### src/rtl/fp10_pkg.sv
// fp10_pkg: shared widths, encoding struct and saturation constant for the fp10 format.
// Rev 1.0
`default_nettype none

package fp10_pkg;

  localparam int EXP_W  = 4;
  localparam int FRAC_W = 6;
  localparam int SIG_W  = FRAC_W + 1;

  typedef struct packed {
    logic [EXP_W-1:0]  exp;
    logic [FRAC_W-1:0] frac;
  } fp10_t;

  localparam logic [EXP_W+FRAC_W-1:0] FP10_MAX = 10'h3FF;

endpackage

`default_nettype wire

### src/rtl/fp_round_rne.sv
// fp_round_rne: round-to-nearest-even of a normalized 1.f significand with GRS bits.
// Rev 1.0
`default_nettype none

module fp_round_rne
  import fp10_pkg::*;
(
  input  logic [SIG_W-1:0]  sig,
  input  logic [2:0]        grs,
  input  logic [EXP_W:0]    exp_in,
  output logic [FRAC_W-1:0] frac,
  output logic [EXP_W:0]    exp_out
);

  localparam logic [EXP_W:0] EXP_ONE = {{EXP_W{1'b0}}, 1'b1};

  logic           round_up;
  logic [SIG_W:0] sig_rnd;

  always_comb begin
    // Round up above half, or exactly at half when the kept LSB is odd.
    round_up = grs[2] & (grs[1] | grs[0] | sig[0]);
    sig_rnd  = {1'b0, sig} + {{SIG_W{1'b0}}, round_up};
    if (sig_rnd[SIG_W]) begin
      frac    = sig_rnd[SIG_W-1:1];
      exp_out = exp_in + EXP_ONE;
    end else begin
      frac    = sig_rnd[FRAC_W-1:0];
      exp_out = exp_in;
    end
  end

endmodule

`default_nettype wire

### src/rtl/fp_add.sv
// fp_add: two-stage pipelined adder for unsigned fp10 (4-bit exp, 6-bit frac, implicit 1).
// Rev 1.0
`default_nettype none

module fp_add #(
  parameter int EXP_W  = 4,
  parameter int FRAC_W = 6
) (
  input  logic                    clk,
  input  logic                    rst_n,
  input  logic                    in_valid,
  input  logic [EXP_W+FRAC_W-1:0] a,
  input  logic [EXP_W+FRAC_W-1:0] b,
  output logic                    out_valid,
  output logic [EXP_W+FRAC_W-1:0] s,
  output logic                    cout
);

  import fp10_pkg::fp10_t;
  import fp10_pkg::SIG_W;
  import fp10_pkg::FP10_MAX;

  localparam int W    = EXP_W + FRAC_W;
  localparam int PAD  = 2 ** EXP_W;
  localparam int SH_W = SIG_W + PAD;
  localparam logic [EXP_W:0] EXP_ONE = {{EXP_W{1'b0}}, 1'b1};

  // Stage 1: align and add
  logic [EXP_W-1:0] exp_a, exp_b, exp_big, exp_small, diff;
  logic [SIG_W-1:0] sig_a, sig_b, sig_big, sig_small;
  logic [SH_W-1:0]  aligned;
  logic [SIG_W:0]   sum_c;
  logic [2:0]       grs_c;

  always_comb begin
    exp_a = a[W-1:FRAC_W];
    exp_b = b[W-1:FRAC_W];
    sig_a = {1'b1, a[FRAC_W-1:0]};
    sig_b = {1'b1, b[FRAC_W-1:0]};
    if (exp_a >= exp_b) begin
      exp_big   = exp_a;
      exp_small = exp_b;
      sig_big   = sig_a;
      sig_small = sig_b;
    end else begin
      exp_big   = exp_b;
      exp_small = exp_a;
      sig_big   = sig_b;
      sig_small = sig_a;
    end
    diff = exp_big - exp_small;
    // Padding is wide enough that no bit ever falls off the bottom, so sticky is exact.
    aligned = {sig_small, {PAD{1'b0}}} >> diff;
    sum_c   = {1'b0, sig_big} + {1'b0, aligned[SH_W-1 -: SIG_W]};
    grs_c   = {aligned[PAD-1], aligned[PAD-2], |aligned[PAD-3:0]};
  end

  logic             s1_valid;
  logic [EXP_W-1:0] s1_exp;
  logic [SIG_W:0]   s1_sum;
  logic [2:0]       s1_grs;

  always_ff @(posedge clk or negedge rst_n) begin
    if (!rst_n) begin
      s1_valid <= 1'b0;
      s1_exp   <= '0;
      s1_sum   <= '0;
      s1_grs   <= '0;
    end else begin
      s1_valid <= in_valid;
      if (in_valid) begin
        s1_exp <= exp_big;
        s1_sum <= sum_c;
        s1_grs <= grs_c;
      end
    end
  end

  // Stage 2: normalize, round, saturate
  logic [SIG_W-1:0]  norm_sig;
  logic [2:0]        norm_grs;
  logic [EXP_W:0]    norm_exp;
  logic [FRAC_W-1:0] rnd_frac;
  logic [EXP_W:0]    rnd_exp;
  logic              ovf;
  fp10_t             res;

  always_comb begin
    if (s1_sum[SIG_W]) begin
      norm_sig = s1_sum[SIG_W:1];
      norm_grs = {s1_sum[0], s1_grs[2], s1_grs[1] | s1_grs[0]};
      norm_exp = {1'b0, s1_exp} + EXP_ONE;
    end else begin
      norm_sig = s1_sum[SIG_W-1:0];
      norm_grs = s1_grs;
      norm_exp = {1'b0, s1_exp};
    end
  end

  fp_round_rne u_round (
    .sig     (norm_sig),
    .grs     (norm_grs),
    .exp_in  (norm_exp),
    .frac    (rnd_frac),
    .exp_out (rnd_exp)
  );

  always_comb begin
    ovf      = rnd_exp[EXP_W];
    res.exp  = rnd_exp[EXP_W-1:0];
    res.frac = rnd_frac;
  end

  always_ff @(posedge clk or negedge rst_n) begin
    if (!rst_n) begin
      out_valid <= 1'b0;
      s         <= '0;
      cout      <= 1'b0;
    end else begin
      out_valid <= s1_valid;
      if (s1_valid) begin
        s    <= ovf ? FP10_MAX : res;
        cout <= ovf;
      end
    end
  end

endmodule

`default_nettype wire

### config.mk
export PLATFORM = sky130hd
export DESIGN_NAME = fp_add
export DESIGN_NICKNAME = d
export VERILOG_FILES = /design/src/rtl/fp10_pkg.sv /design/src/rtl/fp_round_rne.sv /design/src/rtl/fp_add.sv
export SDC_FILE = /design/constraint.sdc
export NUM_CORES = 1
export LEC_CHECK = 0
export ABC_AREA = 1
export CAP_MARGIN = 0
export CORE_ASPECT_RATIO = 1.1
export CORE_MARGIN = 10
export CORE_UTILIZATION = 44
export DETAILED_ROUTE_END_ITERATION = 8
export PLACE_DENSITY = 0.67
export SYNTH_ARGS = -nofsm -noshare
export SYNTH_HDL_FRONTEND = slang
export SYNTH_SLANG_ARGS = --single-unit
### constraint.sdc
create_clock -name clk -period 2.8 [get_ports clk]
set_input_delay 0.84 -clock clk [delete_from_list [all_inputs] [get_ports clk]]
set_output_delay 0.84 -clock clk [all_outputs]
set_load 0.05 [all_outputs]
# Word level (Yosys, flattened, before mapping)
# Cells that the tools add are included.
dict set report totals {
  input_bits 23
  word_cells 29
  output_inout_bits 12
  reg_bits 28
}
dict set report op_classes {
  n_addsub 5
  bitwise 4
  shifts 1
  mux 10
  n_lt_le_gt_ge 1
  reduce_logical 1
}
# cell n
set op_table {}
lappend op_table {{$shr A23 B4 Y23} 1}
lappend op_table {{$mux W6} 3}
lappend op_table {{$reduce_or A14 Y1} 1}
lappend op_table {{$mux W10} 1}
lappend op_table {{$mux W5} 2}
lappend op_table {{$add A7 B1 Y8} 1}
lappend op_table {{$add A7 B7 Y8} 1}
lappend op_table {{$mux W4} 2}
lappend op_table {{$mux W7} 1}
lappend op_table {{$add A4 B1 Y5 const B} 1}
lappend op_table {{$add A5 B1 Y5 const B} 1}
lappend op_table {{$ge A4 B4 Y1} 1}
lappend op_table {{$sub A4 B4 Y4} 1}
lappend op_table {{$mux W3} 1}
lappend op_table {{$or A1 B1 Y1} 3}
lappend op_table {{$and A1 B1 Y1} 1}

# Depth between registers and ports, before layout
# Gate-level depths: netlist of run 1.
dict set report logic_depth {
  ltp_word 8
  depth_mapped 30
  depth_no_buf 30
}

# Cells and area by module
# Synthesis of run 1 repeated with hierarchy kept, for this count alone.
dict set report hier_totals {
  hier_cells 420
  area_unflattened_um2 2772.7
}
# module instances area_per_inst_um2 cells_per_inst
set by_module_without_submodules {}
lappend by_module_without_submodules {fp_add 1 2419.8 351}
lappend by_module_without_submodules {fp_round_rne 1 352.8 69}

# Least setup slack after synthesis of run 1
# Ideal clock, no wire load.
dict set report synth_timing {
  path_kind {input-to-reg}
  start {input b[9]}
  end {register s1_sum[6]}
  arrival_ps 3982
  slack_ps -1310
  path_stages 26
  required_time_ps 2672
  setup_time_ps 128
  cell_sequence {inv_1 ha_1 nand2_1 clkinv_2 nand2_4 nand3_4 o21ai_1 o21ai_2 ha_1 inv_1 nand3_1 nand2_1 nand2_1 nand2_1 nor2_1 ha_1 fa_1 inv_1 o31ai_1 and2_1 nor2_1 inv_1 a21oi_1 nand3_1 nand3_1 o21ai_1}
}
dict set report synth_between {
  elab_chain_cells 5
}
# item line_no
set synth_lines {}
lappend synth_lines {{from (decl)} fp_add.sv:13} ;# input logic [EXP_W+FRAC_W-1:0] b,
lappend synth_lines {{$ge A4 B4 Y1} fp_add.sv:40} ;# if (exp_a >= exp_b) begin
lappend synth_lines {{$mux W4} fp_add.sv:40}
lappend synth_lines {{$sub A4 B4 Y4} fp_add.sv:51} ;# diff = exp_big - exp_small;
lappend synth_lines {{$shr A23 B4 Y23} fp_add.sv:53} ;# aligned = {sig_small, {PAD{1'b0}}} >> diff;
lappend synth_lines {{$add A7 B7 Y8 *} fp_add.sv:54} ;# sum_c = {1'b0, sig_big} + {1'b0, aligned[SH_W-1 -: SIG_W]};
lappend synth_lines {{to (signal assigned)} fp_add.sv:73} ;# s1_sum <= sum_c;
lappend synth_lines {{to (decl)} fp_add.sv:60} ;# logic [SIG_W:0] s1_sum;
# Mark *: on every way between the ends. The rest lies on a longest branch, timed or not.
# A chain may end at the register's enable or synchronous reset.

# Final worst setup path of run 1
dict set report layout_timing {
  start {input b[6]}
  end {register s1_sum[6]}
}
# The elaborated chain is that of the path after synthesis.

==> results.cfg, run 1 <==
[clock_tree]
clock_sinks = 28
cts.clk_slew.worst_paths_ns = 0.10
htree_levels = 1
clk-insertion-delay-late_ns = 0.28
cts_made_buffers = 3
cts_tree = yes
cts-root-buf = clkbuf_8
clockBufferDepth = 2

[yosys]
netlist_instances = 369
ys_types = 38
ys.warnings.count = 0
syn-num-nets = 409
netlist_area_um2 = 2490
synth_top_cell_by_area = dfrtp_1
synth.most_common_cell = nand2_1
yosys.area.top_type_share = 0.281
synth_ff_type = dfrtp_1
ys_ff_latch = 28
synth_commonest_cells = 92 x nand2_1, 51 x inv_1, 36 x nor2_1
synth_area_per_cell_um2 = 6.76
synth-seq-area-share = 0.281
synth_edf_count = 0
async_flop_share = 1.00
synth_area_leaders = dfrtp_1 28%, nand2_1 14%, ha_1 8.0%

[global_route]
antenna_found_initial = 0
grt_pass1_wl_um = 12900
grt_pass1_vias = 2963
grt_overflow_total = 0
grt_max_degree = 29
grt_use_total = 0.166

[critical_path]
endpoint_kind = register
r2r.worst_path.cells = 12
critPathLaunchType = input port
critPathBufInv = 6
cp_slowest_cell = fa_2
worstPathMaxFanout = 7
worstSetupPathType = in -> reg
arrival_ns = 3.84
cp_top_family = simple AND/OR/NAND/NOR gates
ff2ff_setup_slack_ns = 0.34
timing.rr.start = s1_sum[7]$_DFFE_PN0P_
reg2reg_to = s[6]$_DFFE_PN0P_
required_ns = 2.97
slowest_delay_ns = 0.35

[floorplan]
die_x_um = 91.8
ios = 35
die_y_um = 99.0
die-area_um2 = 9090
rows = 28
coreArea_um2 = 5430
start_util = 0.459

[finish]
final_core_util = 0.773
fin_nets = 536
syn_to_final_growth_pct = 68.2
drive_above_1_share = 0.422
n_antenna_cell = 0

[min_path]
hold_end = cout$_DFFE_PN0P_
hold_start = cout$_DFFE_PN0P_
hp-class = reg -> reg
min_path_cells = 2

[pwr]
powerDensity_nw_per_um2 = 673
ir_drop_mv = 0.460
power.leakage_nw = 2.05

[route]
viasPerCell = 5.25
drtIter0Drc = 177
num_vias = 2991
routed_wl_um = 8420
wire_per_inst_um = 14.8
antenna_left = 0
drcViolationCount = 0
firstDrtPassIters = 4

[run_status]
violations = negative setup slack
status = finished with violations

[sta]
period_share = 1.31
setup_viol = 9
fin_skew_ns = 0.00877
worst_hold_slack_ns = 0.511
finalSetupTns_ns = -6.02
setup_slack_ns = -0.864
max_clock_freq_ghz = 0.273
final_max_slew_viol_count = 0
max_slew_margin = 0.660
worstMarginPinSlew_ns = 0.508
fin_crit_ns = 3.66
rsz0062_at_grt = true
hold_viol_final = 0

[run]
drv_cap = 0

[placed_design]
port_buffers = 34
globalplace.congestion = 0.944
hpwl_um = 5530
-- layer usage --
layer,track usage,vias to the layer above,wire length [um]
met4,0.0914,0,485
met5,0,-,0
met1,0.164,1395,3090
met2,0.322,95,4440
li1,-,1461,-
met3,0.0220,40,396
-- through the flow --
step | power [mW] | worst slack [ns] | cells | instance area, um2
CTS | 2.53 | -0.792 | 559 | 3910
global route | 3.01 | -1.01 | 570 | 4200
global placement | 1.92 | -1.58 | 526 | 3470
detailed placement | 1.95 | -1.67 | 526 | 3470
finish | 2.82 | -0.864 | 570 | 4200
floorplan | 1.48 | -0.942 | 369 | 2660
-- worst reg2reg max path: stages, from the launching register on --
cell	delay, ns
dfrtp_1	0.45
nand2_1	0.08
o21ai_0	0.11
a2111oi_0	0.32
a211oi_1	0.09
ha_1	0.24
nand4_1	0.13
or2_4	0.15
nor2_4	0.04
nand2_4	0.11
o22ai_2	0.08
nor2_2	0.39
a31oi_1	0.14
-- what timing repair did --
| item | in CTS | in global routing |
|---|---|---|
| endpoints found under the setup margin | 11 | 21 |
| buffers inserted | 37 | 13 |
| gates cloned | 0 | 0 |
| pin swaps | 49 | 43 |
| hold buffers | 0 | 0 |
| gates resized for setup | 83 | 44 |
-- registers in the layout, summed over array words and instances, names as in the netlist --
signal     flops
cout           1
out_valid      1
s             10
s1_exp         4
s1_grs         3
s1_sum         8
s1_valid       1
-- worst max path at each step --
stage                     start                     to  slack (ns)  cells past startpoint
final                      b[6]  s1_sum[6]$_DFFE_PN0P_       -0.86                     26
after global routing       b[7]  s1_sum[7]$_DFFE_PN0P_       -1.01                     27
after CTS                  b[9]  s1_sum[6]$_DFFE_PN0P_       -0.79                     28
after detailed placement   a[6]  s1_sum[6]$_DFFE_PN0P_       -1.67                     28
after global placement     a[6]  s1_sum[7]$_DFFE_PN0P_       -1.58                     26
after floorplan            a[9]  s1_sum[6]$_DFFE_PN0P_       -0.94                     23
-- where the power goes --
part,total (mW),switching (mW),internal [mW]
Combinational,1.92,1.03,0.891
Clock,0.320,0.128,0.191
Sequential,0.582,0.0680,0.514
Total,2.82,1.23,1.60
-- layout make-up --
class | count | area, um2
Timing Repair Buffer | 132 | 1140
Clock inverter | 1 | 30.0
Clock buffer | 3 | 41.3
Tap cell | 75 | 93.8
Inverter | 54 | 235
Multi-Input combinational cell | 277 | 1960
Fill cell | 388 | 1230
Sequential cell | 28 | 701
-- cells by family after synthesis --
group                    synth area share
buffers and inverters               0.107
adder cells (fa/ha/maj)            0.0883
XOR/XNOR                           0.0246
AND/OR/NAND/NOR                     0.348
flip-flops                          0.281
AO/OA/AOI/OAI                       0.152
-- placed cells by master, fill, tap and decap left out, types with 5 or more instances in the layout --
| cell | n |
|---|---|
| nand2_2 | 19 |
| xor2_1 | 7 |
| nand3_2 | 7 |
| nor2_2 | 10 |
| nand4_1 | 12 |
| a21oi_2 | 5 |
| inv_1 | 41 |
| a21oi_1 | 10 |
| nand3_1 | 25 |
| o21ai_1 | 6 |
| inv_4 | 6 |
| buf_4 | 86 |
| o21ai_0 | 18 |
| ha_4 | 10 |
| buf_6 | 17 |
| nand2_4 | 11 |
| nand2_1 | 71 |
| dfrtp_1 | 28 |
| ha_1 | 6 |
| clkdlybuf4s50_1 | 26 |
| nor2_1 | 24 |
No activity file was read; power rests on OpenSTA's default activity.
==> run 2: changes to the inputs <==
CTS_CLUSTER_SIZE = 8   (was default)
==> results of run 2 <==
Final layout, timing and power as in run 1 (identical DEF).
==> run 3: changes to the inputs <==
CAP_MARGIN = default   (was 0)
GPL_TIMING_DRIVEN = 0   (was default)
==> results.cfg, run 3 (synthesis gave the netlist of run 1 again) <==
[route]
wire_per_inst_um = 13.1
routed_wl_um = 6570
met3_length_um = 304
drcViolationCount = 0
drt-met1-wl_um = 2620
viasPerCell = 5.14
num_vias = 2584
antenna_left = 0
firstDrtPassIters = 4
wl_met2_um = 3460
drtIter0Drc = 96
routed.top_layer = met4

[global_route]
grt_use_total = 0.145
grt_pass1_wl_um = 11200
grt_max_degree = 29
grt_pass1_vias = 2492
antenna_found_initial = 0
grt_overflow_total = 0

[sta]
setup_viol = 7
final_max_slew_viol_count = 0
hold_viol_final = 0
setup_slack_ns = -0.840
worstMarginPinSlew_ns = 1.23
period_share = 1.30
max_clock_freq_ghz = 0.275
fin_crit_ns = 3.64
worst_hold_slack_ns = 0.438
finalSetupTns_ns = -4.27
fin_skew_ns = 0.00549
max_slew_margin = 0.181
rsz0062_at_grt = true

[finish]
fill_cells = 465
final_cell_mix = 73 x nand2_1, 40 x inv_1, 32 x nor2_1
layout_commonest_cell = nand2_1
n_antenna_cell = 0
top_regs = s (10), s1_sum (8), s1_exp (4)
drive_above_1_share = 0.299
syn_to_final_growth_pct = 42.9
multi_input_area_um2 = 1870
fin_nets = 469
largest_reg_flops = 10
ff_latch_area_um2 = 701
regMostFlops = s

[clock_tree]
cts-root-buf = clkbuf_8
clk-insertion-delay-late_ns = 0.27
cts_hold_buffers = 0
htree_levels = 1
cts.clk_slew.worst_paths_ns = 0.10
clock_sinks = 28
clockBufferDepth = 2
cts_tree = yes
cts_made_buffers = 3

[floorplan]
die-area_um2 = 9090
rows = 28
die_x_um = 91.8
coreArea_um2 = 5430
ios = 35
start_util = 0.459
die_y_um = 99.0

[pwr]
ir_drop_mv = 0.339
powerDensity_nw_per_um2 = 653
power.leakage_nw = 1.69
p_total_mw = 2.33

[placed_design]
place_ws_ns = -1.97
hpwl_um = 5130
globalplace.congestion = 0.922
port_buffers = 34

[critical_path]
endpoint_kind = register
critPathBufInv = 5
arrival_ns = 3.80
cp_top_family = adder cells
worstSetupPathType = in -> reg
cp_slowest_cell = fa_2
slowest_delay_ns = 0.37
required_ns = 2.96
worstPathMaxFanout = 3
critPathLaunchType = input port

[run]
drv_cap = 0

[min_path]
hp-class = reg -> reg

[run_status]
violations = negative setup slack
status = finished with violations
## run 3: path summary, 6_finish.rpt
path / end / start / slack, ns / cells past startpoint
min in group asynchronous: cout$_DFFE_PN0P_ / rst_n / 1.21 / 1
worst max register to register: s[0]$_DFFE_PN0P_ / s1_sum[7]$_DFFE_PN0P_ / 0.40 / 13
worst max-delay path: s1_sum[6]$_DFFE_PN0P_ / a[6] / -0.84 / 26
worst min register to register: out_valid$_DFF_PN0_ / s1_valid$_DFF_PN0_ / 0.44 / 0
max in group asynchronous: s1_sum[0]$_DFFE_PN0P_ / rst_n / 0.87 / 1
worst min-delay path: out_valid$_DFF_PN0_ / s1_valid$_DFF_PN0_ / 0.44 / 0
## run 3: routing by layer
metal	vias to the layer above	GRT usage
met5	-	0
met4	0	0.0701
met3	10	0.0235
met2	52	0.264
met1	1195	0.160
li1	1327	-
## run 3: report_power, final
group,internal (mW),switching [mW],leakage [nW]
sequential,0.514,0.0621,0.328
combinational,0.582,0.856,1.33
clock,0.191,0.123,0.0357
total,1.29,1.04,1.69
## run 3: final cells by class
class | instances | area share
flip-flops and latches | 28 | 0.197
plain buffers | 9 | 0.0165
inverters | 54 | 0.0667
repair buffers | 56 | 0.149
multi-input cells | 277 | 0.525
clock inverters | 1 | 0.00842
clock buffers | 3 | 0.0116
well taps | 75 | 0.0263
## run 3: metrics by stage
stage                     instances   util  area [um2]
after floorplan                 369      -        2660
after global placement          478  0.570        3090
after detailed placement        478  0.570        3090
after CTS                       496  0.617        3350
after global routing            503  0.656        3560
final                           503  0.656        3560
## run 3: what timing repair did
action                     4_1_cts  5_1_grt
gates resized for setup         66       46
setup endpoints to repair       11       20
pin swaps                       25       27
buffers inserted                14        8
## run 3: worst register-to-register path, delay by kind of cell, from the launching register on
family	cells	cell delay [ns]
and+or+nand+nor	5	0.65
buffers and inverters	2	0.30
DFF	1	0.40
adders and majority gates	1	0.23
AOI/OAI and AO/OA	5	0.74
